## config.mk

```make
export PLATFORM = sky130hd
export DESIGN_NAME = shift_add_multiplier
export DESIGN_NICKNAME = d
export VERILOG_FILES = /design/src/rtl/shift_add_multiplier.sv
export SDC_FILE = /design/constraint.sdc
export NUM_CORES = 1
export LEC_CHECK = 0
export CAP_MARGIN = 20
export CORE_MARGIN = 2
export CORE_UTILIZATION = 51
export CTS_CLUSTER_DIAMETER = 60
export CTS_CLUSTER_SIZE = 40
export DETAILED_ROUTE_END_ITERATION = 8
export PLACE_DENSITY = 0.77
export SYNTH_ARGS = -nofsm -noshare
export SYNTH_HDL_FRONTEND = slang
export SYNTH_SLANG_ARGS = --single-unit
export TNS_END_PERCENT = 20
```

## constraint.sdc

```tcl
create_clock -name CLK -period 2.1 [get_ports CLK]
set_clock_uncertainty 0.2 [all_clocks]
set_input_delay 0.315 -clock CLK [delete_from_list [all_inputs] [get_ports CLK]]
set_output_delay 0.315 -clock CLK [all_outputs]
set_load 0.005 [all_outputs]
```

## src/rtl/shift_add_multiplier.sv

```systemverilog
// rtl/shift_add_multiplier.sv - sequential unsigned shift-and-add multiplier around one Adder
// Produces a 2*width-bit product width cycles after an accepted START.

module Adder #(
   parameter int width = 4
) (
   input  logic [width-1:0] A,
   input  logic [width-1:0] B,
   output logic [width:0]   S
);

   assign S = {1'b0, A} + {1'b0, B};

endmodule

module shift_add_multiplier #(
   parameter int width = 4
) (
   input  logic               CLK,
   input  logic               RST_N,
   input  logic               START,
   input  logic [width-1:0]   A,
   input  logic [width-1:0]   B,
   output logic               BUSY,
   output logic               DONE,
   output logic [2*width-1:0] P
);

   localparam int CW = ($clog2(width) < 1) ? 1 : $clog2(width);
   localparam logic [CW-1:0] LAST_CNT = CW'(width - 1);

   typedef enum logic {
      IDLE = 1'b0,
      CALC = 1'b1
   } state_t;

   state_t               state_q, state_d;
   logic [width-1:0]     mcand_q, mcand_d;
   logic [2*width-1:0]   acc_q, acc_d;
   logic [CW-1:0]        cnt_q, cnt_d;
   logic [2*width-1:0]   p_q, p_d;
   logic                 busy_q, busy_d;
   logic                 done_q, done_d;

   logic [width-1:0]     add_a;
   logic [width-1:0]     add_b;
   logic [width:0]       add_s;

   // Upper half of ACC is the running partial sum; add MCAND when the current multiplier bit is set.
   assign add_a = acc_q[2*width-1:width];
   assign add_b = acc_q[0] ? mcand_q : '0;

   Adder #(
      .width (width)
   ) u_adder (
      .A (add_a),
      .B (add_b),
      .S (add_s)
   );

   always_comb begin
      state_d = state_q;
      mcand_d = mcand_q;
      acc_d   = acc_q;
      cnt_d   = cnt_q;
      p_d     = p_q;
      busy_d  = busy_q;
      done_d  = 1'b0;
      case (state_q)
         IDLE: begin
            if (START) begin
               mcand_d = A;
               acc_d   = {{width{1'b0}}, B};
               cnt_d   = '0;
               state_d = CALC;
               busy_d  = 1'b1;
            end
         end
         CALC: begin
            // The adder carry-out becomes the new MSB as the whole accumulator shifts right.
            acc_d = {add_s, acc_q[width-1:1]};
            cnt_d = cnt_q + CW'(1);
            if (cnt_q == LAST_CNT) begin
               p_d     = acc_d;
               done_d  = 1'b1;
               state_d = IDLE;
               busy_d  = 1'b0;
            end
         end
         default: begin
            state_d = IDLE;
            busy_d  = 1'b0;
         end
      endcase
   end

   always_ff @(posedge CLK or negedge RST_N) begin
      if (!RST_N) begin
         state_q <= IDLE;
         mcand_q <= '0;
         acc_q   <= '0;
         cnt_q   <= '0;
         p_q     <= '0;
         busy_q  <= 1'b0;
         done_q  <= 1'b0;
      end else begin
         state_q <= state_d;
         mcand_q <= mcand_d;
         acc_q   <= acc_d;
         cnt_q   <= cnt_d;
         p_q     <= p_d;
         busy_q  <= busy_d;
         done_q  <= done_d;
      end
   end

   assign BUSY = busy_q;
   assign DONE = done_q;
   assign P    = p_q;

endmodule
```

-- Yosys cells after proc, flatten, opt, wreduce, memory -nomap -nowiden
Cells that the tools add are included.
Widths: inputs -> output; s select.
- bits in registers: 25
- latch bits: 0
- bits in writable memories: 0
- ROM bits: 0
- input port bits: 11
- output and inout bits: 10
- word-level logic and storage cells: 29
- memories kept: 0
- $add $sub $neg: 2
- $mul: 0
- div/mod/pow operators: 0
- magnitude comparators: 0
- eq/ne operators: 3
- shifts and indexed selects: 0
- multiplexer cells: 13
- bitwise gates (word level): 1
- reduce and logical (&&, ||, !) cells: 3
- operators by type and width (cell ; count):
    $pmux 8 s2 ; 1
    $mux 8 ; 1
    $mux 1 ; 6
    $reduce_and 2->1 ; 3
    $add 4x4->5 ; 1
    $mux 4 ; 1
    $pmux 1 s2 ; 2
    $pmux 2 s2 ; 1
    $add 2x1->2 const B ; 1
    $eq 2x2->1 const B ; 1
    $mux 2 ; 1
    $ne 2x1->1 const B ; 1
    $ne 2x2->1 const B ; 1
    $not 1->1 ; 1

-- Logic depth before layout (Yosys ltp)
Gate-level depths: netlist (run 1).
- depth after elaboration: 3
- gate-level depth with buffers: 6
- mapped depth without buffers: 6

-- By module
From an unflattened synthesis (run 1), not the netlist that was laid out.
- cell total of the unflattened synthesis: 89
- area total of the unflattened synthesis: 1193.6 um^2
- modules (own cells, without submodules) (module ; times used ; cells each ; area each (um^2) ; seq. area each (um^2)):
    shift_add_multiplier ; 1 ; 73 ; 1057.3 ; 625.6
    Adder ; 1 ; 16 ; 136.4 ; 0.0

-- Worst setup path before layout (run 1)
OpenSTA, ideal clock, no wires.
- path kind: register -> register
- start: register acc_q[0]
- end: register p_q[7], in the netlist P[7]
- setup time: 0.129 ns
- data arrival time: 1.508 ns
- data required time: 1.771 ns
- setup slack: 0.262 ns
- cell stages (with the launch flop): 7
- buffers on the path: 0
- clock period less this slack: 1.838 ns
- cells stage by stage: dfrtp_1 > and2_1 > ha_1 > fa_1 > a21o_1 > a21oi_1 > o21ai_0
- cells in the longest elaborated chain, start to end: 2
- ends and longest elaborated chain (element ; RTL line ; text):
    from (decl) ; 39 ; logic [2*width-1:0] acc_q, acc_d;
    from (signal assigned) ; 101 ; acc_q <= '0;
    from (signal assigned) ; 109 ; acc_q <= acc_d;
    $mux 4 ; 51 ; assign add_b = acc_q[0] ? mcand_q : '0;
    $add 4x4->5 ; 12 ; assign S = {1'b0, A} + {1'b0, B};
    to (signal assigned) ; 111 ; p_q <= p_d;
    to (decl) ; 41 ; logic [2*width-1:0] p_q, p_d;
No other way between the ends.
A chain may end at the register's enable or synchronous reset.

-- Final worst setup path (run 1)
Ends and elaborated chain as after synthesis.

==> load_flow_metrics.sql, run 1 <==
INSERT INTO impl_metrics (metric_group, metric, value, unit) VALUES
('yosys', 'synth.net_count', '116', ''),
('global_route', 'grt_start_max_net_pins', '26', ''),
('yosys', 'synth_top_area_cell', 'dfrtp_1', ''),
('timing', 'setup-tns-final', '0', 'ns'),
('clock_network', 'tritoncts_clock_tree', 'yes', ''),
('timing', 'report.final.setup_viol', '0', ''),
('yosys', 'synth_xor_xnor_area_share', '0.748', '%'),
('outcome', 'status', 'finished clean', ''),
('yosys', 'synthesis.area_per_instance', '11.8', 'µm²'),
('clock_network', 'cts_post_setup_buffers_inserted', '0', ''),
('timing', 'setup_ws', '0.0903', 'ns'),
('global_route', 'grt_use_total', '18.2', '%'),
('yosys', 'mappedNetlistArea', '0.00117', 'mm²'),
('clock_network', 'cts_hold_buf', '0', ''),
('power_and_ir_drop', 'power.combinational.fraction', '44.1', '%'),
('yosys', 'synth_top_area_share', '53.4', '%'),
('clock_network', 'cts-htree-levels', '1', ''),
('yosys', 'predominant_post_synthesis_flop_cell', 'dfrtp_1', ''),
('yosys', 'largest_family_of_logic_cells_by_synthesized_area', 'simple AND/OR/NAND/NOR gates', ''),
('job', 'max-cap-violations', '0', ''),
('final_layout', 'post_route_cells_drive_above_1_share', '16.1', '%'),
('power_and_ir_drop', 'power.static_leakage', '0.683', 'nW'),
('final_layout', 'final_cell_area', '0.00145', 'mm²'),
('floorplan', 'row_count', '17', ''),
('power_and_ir_drop', 'pwr-share-seq', '44.8', '%'),
('global_route', 'grt_overflow', '0', ''),
('floorplan', 'die_area', '0.00270', 'mm²'),
('timing', 'slew_of_the_pin_with_the_lowest_slew_margin', '0.433', 'ns'),
('yosys', 'netlist_instances', '99', ''),
('timing', 'max-slew-margin-rel', '71.1', '%'),
('yosys', 'yosys-top-cells-area', 'dfrtp_1 (53%), mux2_2 (7.7%), ha_1 (5.3%)', ''),
('critical_path', 'timing.setup.critical_path_class', 'reg -> reg', ''),
('clock_network', 'ctsResizeCount', '0', ''),
('place', 'number_of_instances_in_the_placed_design', '148', ''),
('place', 'place.gp.congestion', '0.831', ''),
('drt', 'drt.antenna.violating_nets', '0', ''),
('power_and_ir_drop', 'power.net_switching', '0.000631', 'W'),
('clock_network', 'numCtsBuffers', '3', ''),
('place', 'dp_slack', '0.126', 'ns'),
('power_and_ir_drop', 'total_power', '0.00188', 'W'),
('timing', 'finalWorstPathRequiredPeriod', '2.01', 'ns'),
('yosys', 'post_synth_and_or_nand_nor_area_fraction', '14.4', '%'),
('hold_path', 'type_of_the_tightest_min_delay_check', 'in -> async', ''),
('drt', 'post_drt_via_cell_ratio', '5.42', ''),
('floorplan', 'die-width', '51.9', 'µm'),
('power_and_ir_drop', 'powerDensity', '1290', 'mW/mm²'),
('critical_path', 'crit-reg2reg-capture', 'P[7]$_DFFE_PN0P_', ''),
('clock_network', 'clkSinkCount', '25', ''),
('yosys', 'synth_compound_gate_area_share', '9.29', '%'),
('floorplan', 'floorplan.initialDensity', '53.5', '%'),
('yosys', 'share_of_synthesized_area_spent_on_multiplexers', '12.1', '%'),
('global_route', 'grt_first_pass_wirelength', '3600', 'µm'),
('place', 'placed_area', '0.00142', 'mm²'),
('global_route', 'initial_antenna_violation_count', '0', ''),
('yosys', 'sequential_to_total_area_share_from_yosys_stat', '53.4', '%'),
('drt', 'detailroute.via_count', '824', ''),
('yosys', 'synth_warnings', '0', ''),
('clock_network', 'clockRootBuffer', 'clkbuf_4', ''),
('critical_path', 'critical_path_arrival', '2.00', 'ns'),
('drt', 'route.detailed.wl_per_inst', '13.9', 'µm'),
('final_layout', 'fillers', '174', ''),
('yosys', 'adder_cell_fraction_of_synth_area', '7.05', '%'),
('critical_path', 'setup.worst_path.start', 'acc_q[0]$_DFFE_PN0P_', ''),
('timing', 'clock.fmax', '498', 'MHz'),
('drt', 'detail_route.drc_violations', '0', ''),
('critical_path', 'reg2reg_depth', '6', ''),
('timing', 'hold_violations', '0', ''),
('final_layout', 'diodes', '0', ''),
('power_and_ir_drop', 'intPower', '0.00124', 'W'),
('final_layout', 'area_delta_synth_final', '23.9', '%'),
('drt', 'dr.pass1.iters', '4', '');
==> cells in the final DEF (no fill, tap or decap), types with 2 or more instances in the layout <==
cell             netlist  final
o21ai_0                9      9
clkbuf_4               0      3
ha_1                   5      5
mux2i_1                4      4
mux2_2                 8      8
dfrtp_1               25     25
a22o_1                 2      2
buf_4                  0      5
and2_1                 4      4
nor2_1                 3      3
inv_1                  3      3
nor4bb_1               2      2
nand4b_1               2      2
clkdlybuf4s50_1        0     20
a21oi_1                2      2
nand3_1                4      4
nand2_1                9      9
==> state kept, by name, summed over array words and instances (netlist names) <==
register and count:
DONE 1, cnt_q 2, state_q 1, BUSY 1, acc_q 8, P 8
mcand_q 4
==> kinds of logic after synthesis <==
logic type      Yosys count
simple gates             29
flops                    25
compound gates           17
mux                      13
buf+inv                   8
fa+ha+maj                 6
xor+xnor                  1
==> per-stage QoR <==
step / hold WS [ns] / util (%)
after detailed placement: 0.270 / 65.0
after CTS: 0.151 / 66.2
after global routing: 0.163 / 66.2
after floorplan: -0.181 / -
final: 0.139 / 66.2
after global placement: 0.262 / 65.0
==> how the worst max path moves through the flow <==
| stage | depth (start not counted) | to |
|---|---|---|
| after detailed placement | 6 | P[7]$_DFFE_PN0P_ |
| final | 6 | P[7]$_DFFE_PN0P_ |
| after global placement | 6 | acc_q[7]$_DFFE_PN0P_ |
| after floorplan | 6 | P[7]$_DFFE_PN0P_ |
| after CTS | 6 | P[7]$_DFFE_PN0P_ |
| after global routing | 6 | P[7]$_DFFE_PN0P_ |
==> cells in the mapped netlist, drive strengths merged, types with 2 or more instances <==
master and count:
mux2 9, and2 4, nand3 4, dfrtp 25, nor2 4, o21ai 9, mux2i 4, inv 4
a21oi 2, nor4bb 2, ha 5, nand2 9, buf 4, a22o 2, nand4b 2
==> worst max-delay path: stages (launching register included) <==
cell and delay [ns]:
dfrtp_1 0.44, and2_1 0.15, ha_1 0.20, fa_1 0.43, a21o_1 0.17, a21oi_1 0.17
o21ai_0 0.12
==> cell type report <==
class	count	area share, %
clock buffers	3	1.55
clock inverters	1	0.345
inverters	4	1.03
multi-input cells	66	35.2
flip-flops and latches	25	43.1
well taps	28	2.41
repair buffers	25	16.4
==> power by group through the flow <==
| stage | Combinational, W | Clock (W) | Sequential (W) |
|---|---|---|---|
| after floorplan | 0.000537 | 0 | 0.000807 |
| after global placement | 0.000809 | 0 | 0.000845 |
| after detailed placement | 0.000834 | 0 | 0.000852 |
| after CTS | 0.000841 | 0.000220 | 0.000842 |
| after global routing | 0.000923 | 0.000233 | 0.000870 |
| final | 0.000826 | 0.000208 | 0.000841 |
==> per-layer routing <==
metal / GRT usage, % / wire length (µm) / up-vias
met2: 31.6 / 1040 / 14
met3: 2.87 / 76 / 2
li1: - / - / 402
met4: 6.58 / 16 / 0
met5: 0 / 0 / -
met1: 22.6 / 988 / 406
No activity file was read; power rests on OpenSTA's default activity.
==> run 2, diff against run 1 <==
- CORE_UTILIZATION: 51 -> 41
- PLACE_DENSITY: 0.77 -> 0.64
==> load_flow_metrics.sql, run 2 (synthesis results as in run 1) <==
INSERT INTO impl_metrics (metric_group, metric, value, unit) VALUES
('drt', 'routed_wirelength', '2290', 'µm'),
('global_route', 'grt_first_pass_wirelength', '4000', 'µm'),
('drt', 'route.detailed.wl_per_inst', '14.9', 'µm'),
('final_layout', 'area_delta_synth_final', '24.1', '%'),
('floorplan', 'die_area', '0.00330', 'mm²'),
('final_layout', 'layout.cells.most_common', 'dfrtp_1', ''),
('clock_network', 'tritoncts_clock_tree', 'yes', ''),
('global_route', 'grt_overflow', '0', ''),
('clock_network', 'clkSinkCount', '25', ''),
('critical_path', 'critical_path_arrival', '1.99', 'ns'),
('final_layout', 'diodes', '0', ''),
('timing', 'report.final.setup_viol', '0', ''),
('power_and_ir_drop', 'peakVddDrop', '686', 'µV'),
('place', 'place.gp.congestion', '0.709', ''),
('critical_path', 'crit_path_end_kind', 'flop', ''),
('floorplan', 'row_count', '19', ''),
('floorplan', 'top_level_ports', '21', ''),
('floorplan', 'core_region_area', '0.00273', 'mm²'),
('final_layout', 'final_cell_area', '0.00145', 'mm²'),
('power_and_ir_drop', 'power.static_leakage', '0.676', 'nW'),
('critical_path', 'largest_fanout_on_the_critical_path', '5', ''),
('global_route', 'initial_antenna_violation_count', '0', ''),
('outcome', 'status', 'finished clean', ''),
('hold_path', 'type_of_the_tightest_min_delay_check', 'in -> async', ''),
('clock_network', 'cts.clk_slew.worst_paths', '0.14', 'ns'),
('drt', 'dr.pass1.iters', '4', ''),
('final_layout', 'fillers', '247', ''),
('final_layout', 'post_route_cells_drive_above_1_share', '16.3', '%'),
('global_route', 'number_of_global_route_vias_before_repair', '883', ''),
('final_layout', 'most_frequent_cells_in_the_layout', 'dfrtp_1 (25), clkdlybuf4s50_1 (20), nand2_1 (9), o21ai_0 (9), mux2_2 (8)', ''),
('timing', 'rsz_0062_raised_after_global_routing', 'no', ''),
('drt', 'drt_iter0_markers', '13', ''),
('timing', 'slew_of_the_pin_with_the_lowest_slew_margin', '0.417', 'ns'),
('place', 'place.detailed.hpwl', '1680', 'µm'),
('critical_path', 'worstReg2RegStart', 'acc_q[0]$_DFFE_PN0P_', ''),
('critical_path', 'ff2ff_setup_slack', '0.14', 'ns'),
('drt', 'post_drt_via_cell_ratio', '5.36', ''),
('critical_path', 'reg2reg_depth', '6', ''),
('clock_network', 'clockRootBuffer', 'clkbuf_4', ''),
('critical_path', 'timing.setup.critical_path_class', 'reg -> reg', ''),
('global_route', 'grt_use_total', '15.9', '%'),
('clock_network', 'cts-htree-levels', '1', ''),
('clock_network', 'numCtsBuffers', '3', ''),
('place', 'buffer_ports.inserted', '20', ''),
('global_route', 'globalRouteMet3Util', '5.44', '%'),
('final_layout', 'fin_nets', '141', ''),
('critical_path', 'critPathLaunchType', 'flop', ''),
('floorplan', 'floorplan.initialDensity', '42.8', '%'),
('global_route', 'grt_start_max_net_pins', '26', ''),
('floorplan', 'die-width', '57.4', 'µm'),
('clock_network', 'clk-insertion-delay-late', '0.33', 'ns'),
('timing', 'setup-tns-final', '0', 'ns'),
('critical_path', 'crit-reg2reg-capture', 'acc_q[7]$_DFFE_PN0P_', ''),
('global_route', 'fraction_of_met1_tracks_used_by_global_routing', '20.4', '%'),
('clock_network', 'cts_buffer_depth', '2', ''),
('clock_network', 'cts_post_setup_buffers_inserted', '0', ''),
('critical_path', 'worst_ep_required_time', '2.13', 'ns'),
('timing', 'clock.fmax', '509', 'MHz'),
('drt', 'detailroute.via_count', '825', ''),
('global_route', 'grt.busiest_layer', 'met2', ''),
('drt', 'detail_route.drc_violations', '0', ''),
('job', 'max-cap-violations', '0', ''),
('clock_network', 'ctsResizeCount', '0', ''),
('drt', 'drt.antenna.violating_nets', '0', ''),
('clock_network', 'cts_hold_buf', '0', ''),
('timing', 'final_max_slew_viol_count', '0', ''),
('global_route', 'gr-usage-met2', '25.8', '%'),
('timing', 'timing.final.crit_share', '93.6', '%'),
('floorplan', 'die_height', '57.4', 'µm'),
('power_and_ir_drop', 'powerDensity', '1310', 'mW/mm²'),
('timing', 'finalWorstPathRequiredPeriod', '1.96', 'ns'),
('timing', 'max-slew-margin-rel', '72.1', '%'),
('timing', 'hold_violations', '0', ''),
('place', 'placed_area', '0.00142', 'mm²');
[run 2: changes by cell type in the layout (fill, tap and decap cells not counted)]
| cell | before | now |
|---|---|---|
| buf_4 | 5 | 4 |
| a21oi_1 | 2 | 1 |
| clkinvlp_4 | 0 | 1 |
| clkinv_2 | 1 | 0 |
| a21oi_2 | 0 | 1 |
[run 2: routing by layer]
layer  part of all wire (%)  wire, µm
met2                     46      1060
met1                     47      1070
met4                    1.0        24
met5                      0         0
met3                    6.0       137
[run 2: how the worst max path moves through the flow]
stage / startpoint / endpoint / slack, ns / cells past startpoint
after floorplan: acc_q[0]$_DFFE_PN0P_ / P[7]$_DFFE_PN0P_ / 0.26 / 6
after global placement: acc_q[0]$_DFFE_PN0P_ / P[7]$_DFFE_PN0P_ / 0.21 / 6
after detailed placement: acc_q[0]$_DFFE_PN0P_ / acc_q[7]$_DFFE_PN0P_ / 0.13 / 6
after CTS: acc_q[0]$_DFFE_PN0P_ / P[7]$_DFFE_PN0P_ / 0.10 / 6
after global routing: acc_q[0]$_DFFE_PN0P_ / acc_q[7]$_DFFE_PN0P_ / 0.02 / 6
final: acc_q[0]$_DFFE_PN0P_ / acc_q[7]$_DFFE_PN0P_ / 0.14 / 6
[run 2: layout make-up]
type	instances	area [µm²]	share of cell area (%)
repair buffers	24	230	15.8
multi-input cells	66	514	35.4
clock buffers	3	22.5	1.55
flip-flops and latches	25	626	43.0
clock inverters	1	7.51	0.516
well taps	31	38.8	2.67
inverters	4	15.0	1.03
[run 2: where the power goes]
part	total, W	switching, W	internal (W)
combinational	0.000856	0.000381	0.000475
clock	0.000224	0.000151	0.0000730
sequential	0.000822	0.000130	0.000693
[run 2: through the flow]
step | hold slack (ns) | util [%] | total power, W | setup WS [ns] | std cells
after detailed placement | 0.276 | 51.9 | 0.00169 | 0.132 | 150
after floorplan | -0.181 | - | 0.00134 | 0.262 | 99
after CTS | 0.137 | 53.0 | 0.00192 | 0.104 | 154
final | 0.132 | 53.2 | 0.00190 | 0.135 | 154
after global routing | 0.133 | 53.2 | 0.00206 | 0.0184 | 154
after global placement | 0.262 | 51.9 | 0.00166 | 0.210 | 150
[run 2: worst max-delay path: stages, from the launching register on]
cell     delay, ns
dfrtp_1       0.44
and2_1        0.15
ha_1          0.21
fa_1          0.44
a21o_1        0.18
a21oi_2       0.15
o21ai_0       0.09
==> patch 1: new RTL, flow settings as in run 2 <==
The output `DONE` loses its register stage (`done_q` becomes a continuous assignment).
--- a/src/rtl/shift_add_multiplier.sv
+++ b/src/rtl/shift_add_multiplier.sv
@@ -102,7 +102,6 @@
          cnt_q   <= '0;
          p_q     <= '0;
          busy_q  <= 1'b0;
-         done_q  <= 1'b0;
       end else begin
          state_q <= state_d;
          mcand_q <= mcand_d;
@@ -110,9 +109,10 @@
          cnt_q   <= cnt_d;
          p_q     <= p_d;
          busy_q  <= busy_d;
-         done_q  <= done_d;
       end
    end
+
+   assign done_q = done_d;
 
    assign BUSY = busy_q;
    assign DONE = done_q;
Check against the original RTL: not equivalent (Yosys sat finds a counterexample within 10 cycles, from zero or initial values and one cycle with RST_N low).
==> patch 1 against run 2 <==
Sequential share of layout area shrank 1.9 points; cell area grew 0.34%; sequential cell count shrank 1; via count shrank 0.12%; area after synthesis shrank 2.1%; count of clock-buffer cells in the layout grew 1; clock power grew 8%; final cell count grew 1.3%; total power grew 1.3%; routed wire length shrank 4.9%; largest power group unchanged; setup slack lost 76 ps; synthesized cell count shrank 1.0%.
==> patch 1: results (changes against run 2) <==
- Status: complete, no violations (unchanged)
- Diode count: 0 (unchanged)
- Relative slew margins: 0.7674 (was 0.7210)
- Sw power: 0.6432 mW (was 0.6622 mW)
- Dpl hpwl: 1.586 mm (was 1.675 mm)
- Clock root cell: clkbuf_4 (unchanged)
- Port Buffers: 20 (unchanged)
- GPL Wtd Cong: 0.7451 (was 0.7090)
- Main area contributors after synthesis: dfrtp_1 52%, mux2_2 7.9%, ha_1 5.5% (was dfrtp_1 53%, mux2_2 7.7%, ha_1 5.3%)
- CTS Buffer Depth: 2 (unchanged)
- Post-route ant nets: 0 (unchanged)
- Max VDD drop: 0.0007051 V (was 0.0006860 V)
- Initial antenna violation count: 0 (unchanged)
- CP max FO: 4 (was 5)
- Nets: 143 (was 141)
- CP top delay family: buffers and inverters (was adder cells)
- Num CTS Buffers: 3 (unchanged)
- Combinational Power Share: 0.466 (was 0.450)
- Vias: 824 (was 825)
- Net Sw Frac: 0.3337 (was 0.3480)
- Pre-CTS setup slack: 166.4 ps (was 132.0 ps)
- Peak per-stage delay on the critical path: 490 ps (was 440 ps)
- Dpl cells: 149 (was 150)
- Vias in the first global route: 832 (was 883)
- FF-to-FF Start: acc_q[0] (unchanged)
- Leak: 0.6799 nW (was 0.6755 nW)
- Hold_buf cts: 0 (unchanged)
- Most frequent cells after synthesis: 24 x dfrtp_1, 9 x nand2_1, 9 x o21ai_0, 8 x mux2_2, 5 x ha_1 (was 25 x dfrtp_1, 9 x nand2_1, 9 x o21ai_0, 8 x mux2_2, 5 x ha_1)
- Count of cell types in the netlist: 28 (unchanged)
- Clk pwr share: 0.126 (was 0.118)
- Seq/Total Area, Yosys: 0.5240 (was 0.5342)
- Wire per inst: 13.96 um (was 14.87 um)
- Crit path arrival time: 1530 ps (was 1990 ps)
- First-pass GRT wire length: 3.677 mm (was 4.002 mm)
- Post-synth net total: 115 (was 116)
- Hold crit path type: primary input to asynchronous set/reset pin (unchanged)
- Avg Synthesized Cell Area: 11.69 um2 (was 11.83 um2)
- Layout cell share with drive strength beyond 1: 0.2000 (was 0.1626)
- First-iteration detailed-routing DRC count: 7 (was 13)
- R2R setup slack: between 100 and 150 ps
- Ys Warns: 0 (unchanged)
- First-pass DRT Iterations: 2 (was 4)
- Async SR Flop Fraction: 1.000 (unchanged)
- Largest net degree at the start of global routing: 25 (was 26)
- All-Layer GR Usage: 0.1449 (was 0.1589)
- Via/cell ratio: 5.282 (was 5.357)
- Cell count of the worst reg-to-reg path: 6 (unchanged)
- Slowest-stage cell, CP: clkdlybuf4s50_1 (was dfrtp_1)
- Later-pin clock latency in the skew report: 310 ps (was 330 ps)
## patch 1: final cells by class
| class | instances | area, um2 |
|---|---|---|
| sequential | 24 | 600.6 |
| tap | 31 | 38.79 |
| inverter | 4 | 15.01 |
| multi-input combinational | 66 | 515.5 |
| clock buffer | 4 | 36.28 |
| fill | 244 | 1251 |
| timing repair buffer | 27 | 252.7 |
## patch 1: how the worst max path moves through the flow
stage               startpoint  endpoint  slack, ps  cells after the start
floorplan             acc_q[0]      P[7]        260                      6
global placement      acc_q[0]      P[7]        210                      6
CTS                   cnt_q[1]      DONE          9                      4
finish                cnt_q[1]      DONE         60                      4
global route          cnt_q[0]      DONE         -3                      4
detailed placement    acc_q[0]      P[7]        170                      6
## patch 1: layer usage
layer | vias up | share of wire | track usage | wire [um]
met5 | - | 0 | 0 | 0
met4 | 0 | 0.0060 | 0.01993 | 13
met3 | 2 | 0.046 | 0.05530 | 101
met2 | 16 | 0.50 | 0.2458 | 1079
met1 | 401 | 0.45 | 0.1802 | 984
li1 | 405 | - | - | -
## patch 1: cell families after synthesis
logic type / after synthesis / synth area share
fa+ha+maj: 6 / 0.07205
xor+xnor: 1 / 0.007643
compound gates: 17 / 0.09498
simple gates: 29 / 0.1474
flops: 24 / 0.5240
buf+inv: 8 / 0.03056
mux: 13 / 0.1234
## patch 1: stage by stage
stage | hold WS [ps] | area, um2
floorplan | -180.6 | 1146
global placement | 261.7 | 1395
detailed placement | 279.5 | 1395
CTS | 138.7 | 1441
global route | 143.7 | 1459
finish | 136.0 | 1459
## patch 1: repair_timing
item,4_1_cts,5_1_grt
setup endpoints to repair,1,1
pin swaps,0,1
buffers inserted,1,2
resized for setup,1,2
==> patch 2: new RTL, settings of run 2 <==
Without the edit above. `width` is set to 4 in 2 places; all go to 8.
--- a/src/rtl/shift_add_multiplier.sv
+++ b/src/rtl/shift_add_multiplier.sv
@@ -2,7 +2,7 @@
 // Produces a 2*width-bit product width cycles after an accepted START.
 
 module Adder #(
-   parameter int width = 4
+   parameter int width = 8
 ) (
    input  logic [width-1:0] A,
    input  logic [width-1:0] B,
@@ -14,7 +14,7 @@
 endmodule
 
 module shift_add_multiplier #(
-   parameter int width = 4
+   parameter int width = 8
 ) (
    input  logic               CLK,
    input  logic               RST_N,
Ports: changed (resized A, B and P); port bits go from 21 to 37. The function was not compared with the original's and may differ.
==> patch 2 against run 2 <==
Sequential cell count grew 21; cell area rose by 100%; routed wire length up 98%; setup slack worse by 200 ps; largest cell class unchanged; sequential power up 92%; clock power is 140% higher; final cell count is 100% higher; critical path type unchanged; the run now ends with setup timing left; area after synthesis grew 88%; total power increased by 130%; critical endpoint is now acc_q[13].
==> patch 2: results (changes against run 2) <==
- Post-route cell area: 2912 um2 (was 1454 um2)
- Largest net degree at the start of global routing: 27 (was 26)
- Count of cell types in the netlist: 41 (was 28)
- Final-layout clock-cell area share: 0.03137 (was 0.02065)
- Met3 WL: 123 um (was 137 um)
- Met2 WL: 2.218 mm (was 1.063 mm)
- Hold crit path type: register to register (was primary input to asynchronous set/reset pin)
- Failing checks: setup timing
- H-tree depth: 2 (was 1)
- First-pass GRT wire length: 7.803 mm (was 4.002 mm)
- Placed inst area: 2726 um2 (was 1420 um2)
- CTS sink cnt: 46 (was 25)
- Status: finished with violations (was complete, no violations)
- RR Endpoint: acc_q[13] (was acc_q[7])
- Met1 usage: 0.2208 (was 0.2041)
- Non-clock buffer share of cell area: 0.1659 (was 0.1583)
- Layout cell share with drive strength beyond 1: 0.2562 (was 0.1626)
- Met3 usage: 0.03294 (was 0.05442)
- Minimum clock period: 2165 ps (was 1965 ps)
- Main area contributors after synthesis: dfrtp_1 52%, mux2_2 9.7%, ha_1 5.7% (was dfrtp_1 53%, mux2_2 7.7%, ha_1 5.3%)
- Multi-input gates: 132 (was 66)
- Crit path arrival time: 2150 ps (was 1990 ps)
- Num CTS Buffers: 5 (was 3)
- Area occupied by multi-input gates: 1080 um2 (was 514.2 um2)
- Min setup slack post-route: -65.34 ps (was 135.4 ps)
- Worst hold slack: 289.5 ps (was 132.2 ps)
- Port Buffers: 36 (was 20)
- Metal-1 WL: 2.138 mm (was 1.065 mm)
- Clock root cell: clkbuf_8 (was clkbuf_4)
- CTS clock-pin slew for the worst setup and hold paths: 80 ps (was 140 ps)
- Avg Synthesized Cell Area: 11.64 um2 (was 11.83 um2)
- Clock buf count: 7 (was 3)
- Fill cells: 461 (was 247)
- All-Layer GR Usage: 0.1656 (was 0.1589)
- Dpl hpwl: 3.333 mm (was 1.675 mm)
- Later-pin clock latency in the skew report: 290 ps (was 330 ps)
- Mapped Area: 2201 um2 (was 1171 um2)
- CP top delay family: compound AO/OA/AOI/OAI gates (was adder cells)
- Sequential cell area share: 0.3954 (was 0.4303)
- Most frequent cells after synthesis: 46 x dfrtp_1, 19 x mux2_2, 18 x nand2_1, 14 x o21ai_0, 10 x ha_1 (was 25 x dfrtp_1, 9 x nand2_1, 9 x o21ai_0, 8 x mux2_2, 5 x ha_1)
- Fin cells: 312 (was 154)
- Non-clk invs: 5 (was 4)
- Final setup viols: 4 (was 0)
- First-iteration detailed-routing DRC count: 93 (was 13)
- Max VDD drop: 0.0006664 V (was 0.0006860 V)
- CP max FO: 3 (was 5)
- CTS-repair resized insts: 3 (was 0)
- Seq/Total Area, Yosys: 0.5230 (was 0.5342)
- Leak: 1.289 nW (was 0.6755 nW)
- Nets: 271 (was 141)
## patch 2: worst max-delay path by stage
| stage | endpoint | slack [ps] | depth (start not counted) |
|---|---|---|---|
| finish | acc_q[13] | -70 | 7 |
| global route | acc_q[13] | -150 | 7 |
| CTS | acc_q[13] | -80 | 7 |
| detailed placement | acc_q[13] | -90 | 7 |
| global placement | acc_q[13] | -50 | 7 |
| floorplan | acc_q[13] | -80 | 7 |
## patch 2: power breakdown
| part | leakage [nW] | switching (mW) | total (mW) | internal (mW) |
|---|---|---|---|---|
| Clock | 0.0482 | 0.283 | 0.548 | 0.266 |
| Combinational | 0.673 | 0.997 | 2.21 | 1.21 |
| Sequential | 0.568 | 0.261 | 1.58 | 1.32 |
## patch 2: cells by family after synthesis
logic type	share of synthesized area
fa+ha+maj	0.06595
mux	0.1336
buf+inv	0.02671
xor+xnor	0.007961
flops	0.5230
compound gates	0.1376
simple gates	0.1052
